File: src/rtl/dotp_host_sequencer.sv
// Purpose: AXI-Lite host front-end for the dot-product accelerator. It holds the
//          config registers and a pair FIFO, and runs the fetch/compute/write/read
//          command sequence into axi_slave.
// Latency: write response 1 cycle after the AW/W handshake, read data 1 cycle after
//          the AR handshake, and one start pulse per sequencer step.
// Backpressure: one write and one read outstanding at a time. B and R hold until the
//          host accepts them. Every slave step waits for its done flag, with a timeout.
// Ports:   clk/rst (sync, active-high); s_aw*/s_w*/s_b* host write channel;
//          s_ar*/s_r* host read channel; wdata_*/waddr_*/waddr_output/vector_len_o
//          carry operands and addresses to axi_slave; start_* are the command pulses;
//          *_done, read_data and status come back from axi_slave.
module dotp_host_sequencer #(
    parameter int DEPTH   = 16,
    parameter int TIMEOUT = 1024
) (
    input  logic        clk,
    input  logic        rst,
    input  logic [7:0]  s_awaddr,
    input  logic        s_awvalid,
    output logic        s_awready,
    input  logic [31:0] s_wdata,
    input  logic        s_wvalid,
    output logic        s_wready,
    output logic [1:0]  s_bresp,
    output logic        s_bvalid,
    input  logic        s_bready,
    input  logic [7:0]  s_araddr,
    input  logic        s_arvalid,
    output logic        s_arready,
    output logic [31:0] s_rdata,
    output logic [1:0]  s_rresp,
    output logic        s_rvalid,
    input  logic        s_rready,
    output logic [31:0] wdata_a,
    output logic [31:0] wdata_b,
    output logic [31:0] waddr_a,
    output logic [31:0] waddr_b,
    output logic [31:0] waddr_output,
    output logic [31:0] vector_len_o,
    output logic        wdvalid,
    output logic        awvalid,
    output logic        start_fetch,
    output logic        start_compute,
    output logic        start_write,
    output logic        start_read,
    input  logic [31:0] read_data,
    input  logic        status,
    input  logic        fetch_done,
    input  logic        processing_done,
    input  logic        store_done,
    input  logic        read_done
);
    localparam int AW = (DEPTH > 1) ? $clog2(DEPTH) : 1;
    localparam int CW = AW + 1;
    localparam int TW = $clog2(TIMEOUT + 1);

    localparam logic [7:0] A_CTRL     = 8'h00;
    localparam logic [7:0] A_STATUS   = 8'h04;
    localparam logic [7:0] A_LEN      = 8'h08;
    localparam logic [7:0] A_ADDR_A   = 8'h0C;
    localparam logic [7:0] A_ADDR_B   = 8'h10;
    localparam logic [7:0] A_ADDR_OUT = 8'h14;
    localparam logic [7:0] A_ELEM_A   = 8'h18;
    localparam logic [7:0] A_ELEM_B   = 8'h1C;
    localparam logic [7:0] A_RESULT   = 8'h20;

    typedef enum logic [3:0] {
        S_IDLE, S_FETCH_ISSUE, S_FETCH_WAIT, S_COMP, S_COMP_WAIT,
        S_WR, S_WR_WAIT, S_RD, S_RD_WAIT, S_DONE
    } state_t;

    state_t r_state, w_next;

    // Configuration and status registers.
    logic [31:0] r_len, r_addr_a, r_addr_b, r_addr_out, r_pend_a, r_result;
    logic        r_done, r_error;
    logic [31:0] r_idx;
    logic [31:0] r_wdata_a, r_wdata_b;
    logic [TW-1:0] r_wait_cnt;

    // Pair FIFO.
    logic [31:0]   r_fifo_a [DEPTH];
    logic [31:0]   r_fifo_b [DEPTH];
    logic [AW-1:0] r_wptr, r_rptr;
    logic [CW-1:0] r_count;

    // Host channel state.
    logic        r_bvalid;
    logic [1:0]  r_bresp;
    logic        r_rvalid;
    logic [31:0] r_rdata;

    logic        w_wr_hs, w_rd_hs, w_busy, w_full;
    logic        w_is_ctrl, w_clear, w_start_req, w_len_ok;
    logic        w_start_ok, w_start_fail, w_start_busy_err;
    logic        w_cfg_addr, w_cfg_busy_err, w_push, w_push_full_err, w_slverr;
    logic        w_pop, w_timeout, w_capture, w_fetch_ack;
    logic        w_wait_state, w_wait_expired, w_fetch_win;
    logic [31:0] w_rd_mux;

    // ---------------- host decode ----------------
    assign w_busy  = (r_state != S_IDLE) && (r_state != S_DONE);
    assign w_full  = (r_count == CW'(DEPTH));
    assign w_wr_hs = s_awvalid && s_wvalid && !r_bvalid && !rst;
    assign w_rd_hs = s_arvalid && !r_rvalid && !rst;

    assign w_is_ctrl   = w_wr_hs && (s_awaddr == A_CTRL);
    // CLEAR wins over START when both bits are set in one write.
    assign w_clear     = w_is_ctrl && s_wdata[1];
    assign w_start_req = w_is_ctrl && s_wdata[0] && !s_wdata[1];
    assign w_len_ok    = (r_len != 32'd0) && (r_len <= 32'(DEPTH)) &&
                         (32'(r_count) >= r_len);
    assign w_start_ok       = w_start_req && !w_busy && w_len_ok;
    assign w_start_fail     = w_start_req && !w_busy && !w_len_ok;
    assign w_start_busy_err = w_start_req && w_busy;

    assign w_cfg_addr = (s_awaddr == A_LEN)    || (s_awaddr == A_ADDR_A) ||
                        (s_awaddr == A_ADDR_B) || (s_awaddr == A_ADDR_OUT) ||
                        (s_awaddr == A_ELEM_A) || (s_awaddr == A_ELEM_B);
    assign w_cfg_busy_err  = w_wr_hs && w_cfg_addr && w_busy;
    assign w_push          = w_wr_hs && (s_awaddr == A_ELEM_B) && !w_busy && !w_full;
    assign w_push_full_err = w_wr_hs && (s_awaddr == A_ELEM_B) && !w_busy && w_full;
    assign w_slverr        = w_cfg_busy_err || w_push_full_err || w_start_busy_err;

    always_comb begin
        w_rd_mux = 32'd0;
        case (s_araddr)
            A_STATUS:   w_rd_mux = {16'd0, 8'(r_count), 4'd0, status, r_error, r_done, w_busy};
            A_LEN:      w_rd_mux = r_len;
            A_ADDR_A:   w_rd_mux = r_addr_a;
            A_ADDR_B:   w_rd_mux = r_addr_b;
            A_ADDR_OUT: w_rd_mux = r_addr_out;
            A_RESULT:   w_rd_mux = r_result;
            default:    w_rd_mux = 32'd0;
        endcase
    end

    // ---------------- sequencer FSM ----------------
    assign w_wait_state = (r_state == S_FETCH_WAIT) || (r_state == S_COMP_WAIT) ||
                          (r_state == S_WR_WAIT)    || (r_state == S_RD_WAIT);
    assign w_wait_expired = (r_wait_cnt == TW'(TIMEOUT - 1));

    always_comb begin
        w_next      = r_state;
        w_pop       = 1'b0;
        w_timeout   = 1'b0;
        w_capture   = 1'b0;
        w_fetch_ack = 1'b0;
        case (r_state)
            S_IDLE: if (w_start_ok) w_next = S_FETCH_ISSUE;
            S_FETCH_ISSUE: begin
                w_pop  = 1'b1;
                w_next = S_FETCH_WAIT;
            end
            S_FETCH_WAIT: begin
                if (fetch_done) begin
                    w_fetch_ack = 1'b1;
                    w_next = ((r_idx + 32'd1) == r_len) ? S_COMP : S_FETCH_ISSUE;
                end else if (w_wait_expired) begin
                    w_timeout = 1'b1;
                    w_next    = S_IDLE;
                end
            end
            S_COMP: w_next = S_COMP_WAIT;
            S_COMP_WAIT: begin
                if (processing_done) w_next = S_WR;
                else if (w_wait_expired) begin
                    w_timeout = 1'b1;
                    w_next    = S_IDLE;
                end
            end
            S_WR: w_next = S_WR_WAIT;
            S_WR_WAIT: begin
                if (store_done) w_next = S_RD;
                else if (w_wait_expired) begin
                    w_timeout = 1'b1;
                    w_next    = S_IDLE;
                end
            end
            S_RD: w_next = S_RD_WAIT;
            S_RD_WAIT: begin
                if (read_done) begin
                    w_capture = 1'b1;
                    w_next    = S_DONE;
                end else if (w_wait_expired) begin
                    w_timeout = 1'b1;
                    w_next    = S_IDLE;
                end
            end
            // A new START is already legal here because busy is low.
            S_DONE: w_next = w_start_ok ? S_FETCH_ISSUE : S_IDLE;
            default: w_next = S_IDLE;
        endcase
        // Abort overrides everything. The flush below makes the pop irrelevant.
        if (w_clear) begin
            w_next      = S_IDLE;
            w_pop       = 1'b0;
            w_timeout   = 1'b0;
            w_capture   = 1'b0;
            w_fetch_ack = 1'b0;
        end
    end

    // ---------------- state ----------------
    always_ff @(posedge clk) begin
        if (rst) begin
            r_state    <= S_IDLE;
            r_len      <= '0;
            r_addr_a   <= '0;
            r_addr_b   <= '0;
            r_addr_out <= '0;
            r_pend_a   <= '0;
            r_result   <= '0;
            r_done     <= 1'b0;
            r_error    <= 1'b0;
            r_idx      <= '0;
            r_wdata_a  <= '0;
            r_wdata_b  <= '0;
            r_wait_cnt <= '0;
            r_wptr     <= '0;
            r_rptr     <= '0;
            r_count    <= '0;
            r_bvalid   <= 1'b0;
            r_bresp    <= 2'b00;
            r_rvalid   <= 1'b0;
            r_rdata    <= '0;
        end else begin
            r_state <= w_next;

            if (w_wr_hs) begin
                r_bvalid <= 1'b1;
                r_bresp  <= w_slverr ? 2'b10 : 2'b00;
            end else if (r_bvalid && s_bready) begin
                r_bvalid <= 1'b0;
            end

            if (w_rd_hs) begin
                r_rvalid <= 1'b1;
                r_rdata  <= w_rd_mux;
            end else if (r_rvalid && s_rready) begin
                r_rvalid <= 1'b0;
            end

            if (w_wr_hs && !w_busy) begin
                case (s_awaddr)
                    A_LEN:      r_len      <= s_wdata;
                    A_ADDR_A:   r_addr_a   <= s_wdata;
                    A_ADDR_B:   r_addr_b   <= s_wdata;
                    A_ADDR_OUT: r_addr_out <= s_wdata;
                    A_ELEM_A:   r_pend_a   <= s_wdata;
                    default: ;
                endcase
            end
            if (w_clear) r_pend_a <= '0;

            if (w_clear || w_start_ok) begin
                r_done  <= 1'b0;
                r_error <= 1'b0;
            end else begin
                if (w_start_fail || w_timeout) r_error <= 1'b1;
                if (w_capture) r_done <= 1'b1;
            end

            if (w_start_ok) r_idx <= '0;
            else if (w_fetch_ack) r_idx <= r_idx + 32'd1;

            // Keep the popped pair on the bus for the whole FETCH_WAIT window.
            if (w_pop) begin
                r_wdata_a <= r_fifo_a[r_rptr];
                r_wdata_b <= r_fifo_b[r_rptr];
            end

            if (w_capture) r_result <= read_data;

            // Wait counter restarts on every entry into a wait state.
            if (w_wait_state && (w_next == r_state)) r_wait_cnt <= r_wait_cnt + 1'b1;
            else r_wait_cnt <= '0;

            if (w_clear) begin
                r_wptr  <= '0;
                r_rptr  <= '0;
                r_count <= '0;
            end else begin
                if (w_push) r_wptr <= r_wptr + 1'b1;
                if (w_pop)  r_rptr <= r_rptr + 1'b1;
                case ({w_push, w_pop})
                    2'b10:   r_count <= r_count + 1'b1;
                    2'b01:   r_count <= r_count - 1'b1;
                    default: ;
                endcase
            end
        end
    end

    // FIFO storage needs no reset. Its contents are only read behind the count.
    always_ff @(posedge clk) begin
        if (w_push) begin
            r_fifo_a[r_wptr] <= r_pend_a;
            r_fifo_b[r_wptr] <= s_wdata;
        end
    end

    // ---------------- outputs ----------------
    assign s_awready = w_wr_hs;
    assign s_wready  = w_wr_hs;
    assign s_bvalid  = r_bvalid;
    assign s_bresp   = r_bresp;
    assign s_arready = !r_rvalid && !rst;
    assign s_rvalid  = r_rvalid;
    assign s_rdata   = r_rdata;
    assign s_rresp   = 2'b00;

    assign w_fetch_win   = (r_state == S_FETCH_ISSUE) || (r_state == S_FETCH_WAIT);
    assign wdvalid       = w_fetch_win;
    assign awvalid       = w_fetch_win;
    assign start_fetch   = (r_state == S_FETCH_ISSUE);
    assign start_compute = (r_state == S_COMP);
    assign start_write   = (r_state == S_WR);
    assign start_read    = (r_state == S_RD);

    // In FETCH_ISSUE the head is shown directly, and from then on the latched copy.
    assign wdata_a = (r_state == S_FETCH_ISSUE) ? r_fifo_a[r_rptr] :
                     (r_state == S_FETCH_WAIT)  ? r_wdata_a : 32'd0;
    assign wdata_b = (r_state == S_FETCH_ISSUE) ? r_fifo_b[r_rptr] :
                     (r_state == S_FETCH_WAIT)  ? r_wdata_b : 32'd0;
    assign waddr_a = w_fetch_win ? (r_addr_a + r_idx) : 32'd0;
    assign waddr_b = w_fetch_win ? (r_addr_b + r_idx) : 32'd0;
    assign waddr_output = r_addr_out;
    assign vector_len_o = r_len;

endmodule

File: config.mk
export PLATFORM = sky130hd
export DESIGN_NAME = dotp_host_sequencer
export DESIGN_NICKNAME = d
export VERILOG_FILES = /design/src/rtl/dotp_host_sequencer.sv
export SDC_FILE = /design/constraint.sdc
export NUM_CORES = 2
export LEC_CHECK = 0
export ABC_AREA = 0
export BUFFER_PORTS_ARGS = -buffer_cell sky130_fd_sc_hd__buf_2
export CORE_MARGIN = 5
export CORE_UTILIZATION = 58
export CTS_CLUSTER_DIAMETER = 50
export DETAILED_ROUTE_END_ITERATION = 6
export HOLD_SLACK_MARGIN = 0.1
export PLACE_DENSITY = 0.74
export SLEW_MARGIN = 20
export SYNTH_ARGS = -nofsm -noshare
export SYNTH_HDL_FRONTEND = slang
export SYNTH_SLANG_ARGS = --single-unit
File: constraint.sdc
create_clock -name clk -period 11 [get_ports clk]
set_input_delay 2.2 -clock clk [delete_from_list [all_inputs] [get_ports clk]]
set_output_delay 2.2 -clock clk [all_outputs]
set_load 0.02 [all_outputs]
Yosys cells after proc, flatten, opt, wreduce, memory -nomap -nowiden
Memory sizes are Yosys's and may differ from the RTL's. A register that Yosys moved wholly into a read port is not among the register bits.
Index checks and enable logic that the tools add are counted.
- bits of input ports: 92
- word-level logic and storage cells: 168
- memories kept: 2
- register bits: 354
- output and inout bits: 239
- bits in writable memories: 1024
- multiplexer cells: 44
- reductions and logical operators: 63
- add/subtract/negate cells: 8
- bitwise operators: 1
- order comparisons: 2
- eq/ne operators: 28
- memories (memory ; words ; bits a word ; read ports ; clocked after memory_dff ; write ports ; line ; text):
    r_fifo_a ; 16 ; 32 ; 1 ; 1 ; 1 ; 82 ; logic [31:0] r_fifo_a [DEPTH];
    r_fifo_b ; 16 ; 32 ; 1 ; 1 ; 1 ; 83 ; logic [31:0] r_fifo_b [DEPTH];
- operators by type and width (operator ; count):
    32-bit two-way mux ; 6
    32-bit one-hot mux with 6 select lines ; 1
    32-bit adder ; 2
    8-bit by 5-bit equality test with 1-bit output (second input constant) ; 6
    4-bit two-way mux ; 11
    4-bit one-hot mux with 10 select lines ; 1
    32-bit by 1-bit adder with 32-bit output (second input constant) ; 1
    32-bit equality test ; 1
    8-bit by 4-bit equality test with 1-bit output (second input constant) ; 4
    5-bit by 32-bit >= comparator with 1-bit output ; 1
    32-bit by 5-bit <= comparator with 1-bit output (second input constant) ; 1
    32-bit nonzero test ; 1
    1-bit logical AND ; 27
    1-bit two-way mux ; 21
    4-bit by 3-bit equality test with 1-bit output (second input constant) ; 4
    1-bit logical OR ; 13
    11-bit by 1-bit adder with 11-bit output (second input constant) ; 1
    11-bit by 10-bit equality test with 1-bit output (second input constant) ; 1
    5-bit one-hot mux with 2 select lines ; 1
    2-bit AND reduction ; 5
    4-bit by 1-bit adder with 4-bit output (second input constant) ; 2
    4-bit by 2-bit equality test with 1-bit output (second input constant) ; 2
    4-bit equality test (second input constant) ; 2
    8-bit by 3-bit equality test with 1-bit output (second input constant) ; 1
    other kinds (18) ; 30

Longest topological paths before layout
- depth in word-level cells: 15
- mapped depth: 16
- gate-level depth less buffers: 14

Worst setup path before layout
OpenSTA, ideal clock, no wires.
- path type: in2reg
- start: in rst
- end: mem r_fifo_a[3][0] (enable)
- required time: 10.436 ns
- setup slack: 2.194 ns
- path buffers: 0
- arrival time: 8.242 ns
- library setup time: 0.564 ns
- stages on the path: 6
- cells stage by stage: and4bb_2 -> nand3_1 -> or4_1 -> nor2_1 -> nand2_1 -> nor3_1
- longest elaborated chain between the ends: 7
- RTL lines (element ; line ; text):
    start, declared ; 17 ; input logic rst,
    1-bit zero test ; 104 ; assign w_wr_hs = s_awvalid && s_wvalid && !r_bvalid && !rst;
    1-bit logical AND ; 104 ;
    1-bit logical AND (3 in series) ; 121 ; assign w_push = w_wr_hs && (s_awaddr == A_ELEM_B) && !w_busy && !w_full;
    1-bit two-way mux ; 297 ; if (w_push) begin
    1-bit two-way mux (not written as such) ; 298 ; r_fifo_a[r_wptr] <= r_pend_a;
    end, declared ; 82 ;
Every way passes these cells.

Worst setup path in the final report
- start: reg r_idx[3]
- end: out waddr_a[27]
- longest elaborated chain between the ends: 2
- RTL lines (element ; line ; text):
    start, declared ; 77 ; logic [31:0] r_idx;
    start signal, assigned ; 265 ; else if (w_fetch_ack) r_idx <= r_idx + 32'd1;
    32-bit adder ; 326 ; assign waddr_a = w_fetch_win ? (r_addr_a + r_idx) : 32'd0;
    32-bit two-way mux ; 326 ;
    end, declared ; 36 ; output logic [31:0] waddr_a,
Every way passes these cells.

==> results.md <==
- Most frequent cells in the layout: edfxtp_1, nand2_1, a21oi_1
- Crit. End Element: output port
- Gr ovfl total: 0
- Pwr dens: 162.5 mW/mm²
- Hold_buf cts: 0
- Crit path required time: slightly below 9 ns
- Final ANT Viol Nets: 0
- Setup TNS Final: 0 ns
- Max VDD drop: 0.1480 mV
- Initial core utilization: 0.5839
- F_max: around 140 MHz
- Worst Clk Skew: 0.02711 ns
- CP startpoint kind: flop
- Root Driver: clkbuf_16
- CTS clk-pin slew, worst paths: roughly 0.060 ns
- Wire length per cell after detailed routing: 28.38 µm
- # DRC: 0
- Vias per Instance: between 6 and 7
- Distinct cells, synth: 76
- CTS tree: done
- HP Class: reg2reg
- Area Growth Syn to Fin: 13.68%
- Yosys reg bits: ~1400
- Clk buf depth: 3
- Crit Path Category: reg2out
- Post-CTS setup buffers: 0
- Layout Cells excl Fill: between 5000 and 6000
- Worst-path cell chain: ha_1 -> a21oi_1 -> o22ai_1 -> o21bai_1 -> a21boi_0 -> o41ai_1 -> nand2_1 -> o211ai_1 -> a21oi_1 -> nor3_1 -> buf_2
- Slowest-stage cell, CP: o41ai_1
- Number of global-route vias before repair: between 30000 and 40000
- Yosys warnings: 0
- DP HPWL: 92630 µm
- Count of final max-slew check failures: 0
- Total GRT Usage: 0.2986
- Initial antenna violation count: 6
- Sink Count: approximately 1400
- CORE AREA: between 0.09 and 0.1 mm²
- Placed cell count: roughly 5400
- Final worst slack: around 4 ns
- Post-route clock period utilization: 0.6454
- Die Width: 324.8 µm
- Fillers: around 6600
- Die Height: ~320 µm
- Top-level I/O count: about 330
- Vias: between 30000 and 40000
- Largest net degree at the start of global routing: 162
- Min Tclk post-route: 7.099 ns
- CP max FO: 9
- H-tree lvl count: 4
- DRT Wirelength: 160200 µm
- Post-synth top area share: 0.5351
- Pre-antenna DRT Iters: 7
- Initial DRC Count: roughly 4500
- Slew margin rel.: 0.1391
- Mean post-synth cell area: 14.60 µm²
- Register area share after synthesis: 0.6595
- Outcome: finished clean
- # nets final: 4404
- Max Cap Viol: 0
- Worst path arrival time: about 4.9 ns
- First-pass GRT wire length: approximately 240000 µm
- Post-place setup slack: roughly 4.3 ns
- Final core utilization: 0.6637
- RSZ-0062 raised after global routing: no
- Least-Margin Pin Slew: 1.275 ns
- Syn Inst Count: between 3000 and 4000
- Rows: 115
- Worst path max stage delay: approximately 1.1 ns
- Commonest non-fill, non-tap cell in the layout: edfxtp_1
- Post-synth EDFFs: 1024
- Share of cells above drive strength 1: 0.2272
- Insertion delay to the later sink of the worst-skew pair: between 0.7 and 0.8 ns
- Final Hold Viols: 0
- Biggest regs: r_fifo_a: 512 flops, r_fifo_b: 512 flops
- Die Area: roughly 0.11 mm²
- CTS buffer count: between 100 and 150
- Leakage: around 0.023 µW
- Final setup violation count: 0
- Synthesized area: around 0.057 mm²
- Post-CTS Resized: 0
- Synth area leaders: edfxtp_1, mux4_2, dfxtp_1
- Synth area leader: edfxtp_1
- Top_reg_cell synth: edfxtp_1
- Most used cell, CP: a21oi_1
- Port Buf Inserts: ~330
- GP Congestion: between 0.9 and 1
- Asr flop ratio synth: 0
-- routing by layer --
metal | global-route usage | vias up | share of wire
li1 | - | 15650 | -
met5 | 0 | - | 0.000081
met1 | 0.3969 | 18431 | 0.37
met2 | 0.4987 | 2208 | 0.50
met3 | 0.05305 | 394 | 0.090
met4 | 0.1151 | 2 | 0.039
-- worst max-delay path: cells and delay by family (launching register included) --
family / cells / cell delay [ns]
and+or+nand+nor: 2 / 0.52
AOI/OAI and AO/OA: 7 / 2.45
buffers and inverters: 1 / 0.24
adders and majority gates: 1 / 0.36
DFF: 1 / 0.59
-- path summary, 6_finish.rpt --
kind                 start              to  slack (ns)  cells after the start
max               r_idx[3]     waddr_a[27]        3.90                     11
min          r_wdata_a[25]   r_wdata_a[25]        0.45                      2
max reg2reg     r_state[2]  r_fifo_a[7][2]        6.32                      7
min reg2reg  r_wdata_a[25]   r_wdata_a[25]        0.45                      2
-- synthesized netlist by cell type, types with 6 or more instances --
cell type and n:
edfxtp_1 1024, nand2_1 615, a21oi_1 365, dfxtp_1 357
mux4_2 320, nor2_1 192, clkbuf_1 185, a22o_1 87
ha_1 78, xnor2_1 69, xor2_1 67, o21ai_0 54
nor3_1 45, buf_1 39, a21o_1 38, nand3_1 38
inv_1 30, mux2i_1 29, a222oi_1 23, nand2b_1 21
nand4_1 20, and3_1 19, nor4_1 14, and2_1 10
nor3_2 10, or2_2 10, a31oi_1 9, nand3b_1 9
o22ai_1 9, or3_1 9, a211oi_1 8, buf_4 8
nor2b_1 8, o21bai_1 8, a21boi_0 7, a221oi_1 7
a41oi_1 7, nor3b_1 7, nor4b_1 6, o211ai_1 6
or4_1 6
-- layout make-up --
cell class | count | area, µm² | share of cell area
clock inverters | 70 | 814.5 | 0.01247
diodes | 5 | 12.51 | 0.0001915
well taps | 1287 | 1610 | 0.02465
flip-flops and latches | 1381 | 37910 | 0.5803
clock buffers | 198 | 4013 | 0.06142
repair buffers | 386 | 2127 | 0.03256
multi-input cells | 2288 | 18720 | 0.2866
inverters | 30 | 113.9 | 0.001743
-- cell families (layout without fill, tap and decap cells) --
group | count (synthesis) | count (layout) | share of synthesized area
xor gates and xnor gates | 136 | 136 | 0.02073
other | 1 | 8 | 0.00006526
DFF | 1381 | 1381 | 0.6595
adders and majority gates | 81 | 81 | 0.01803
AOI/OAI and AO/OA | 663 | 663 | 0.07205
muxes | 349 | 349 | 0.1305
and+or+nand+nor | 1056 | 1056 | 0.08082
buffers and inverters | 268 | 684 | 0.01838
-- power breakdown --
group	internal (µW)	total, µW	switching (µW)
logic	21.2	117	95.7
clock network	2890	4950	2060
registers	5550	5550	1.25
total	8460	10600	2160
-- through the flow --
| step | instance area, µm² | hold slack [ns] | power (µW) |
|---|---|---|---|
| finish | 65330 | 0.4534 | 10620 |
| global route | 65320 | 0.4723 | 10890 |
| CTS | 65310 | 0.4541 | 10660 |
| detailed placement | 60490 | 0.4466 | 5778 |
| global placement | 60490 | 0.4417 | 5776 |
| floorplan | 57470 | 0.4342 | 5702 |
No activity file was read; power rests on OpenSTA's default activity.
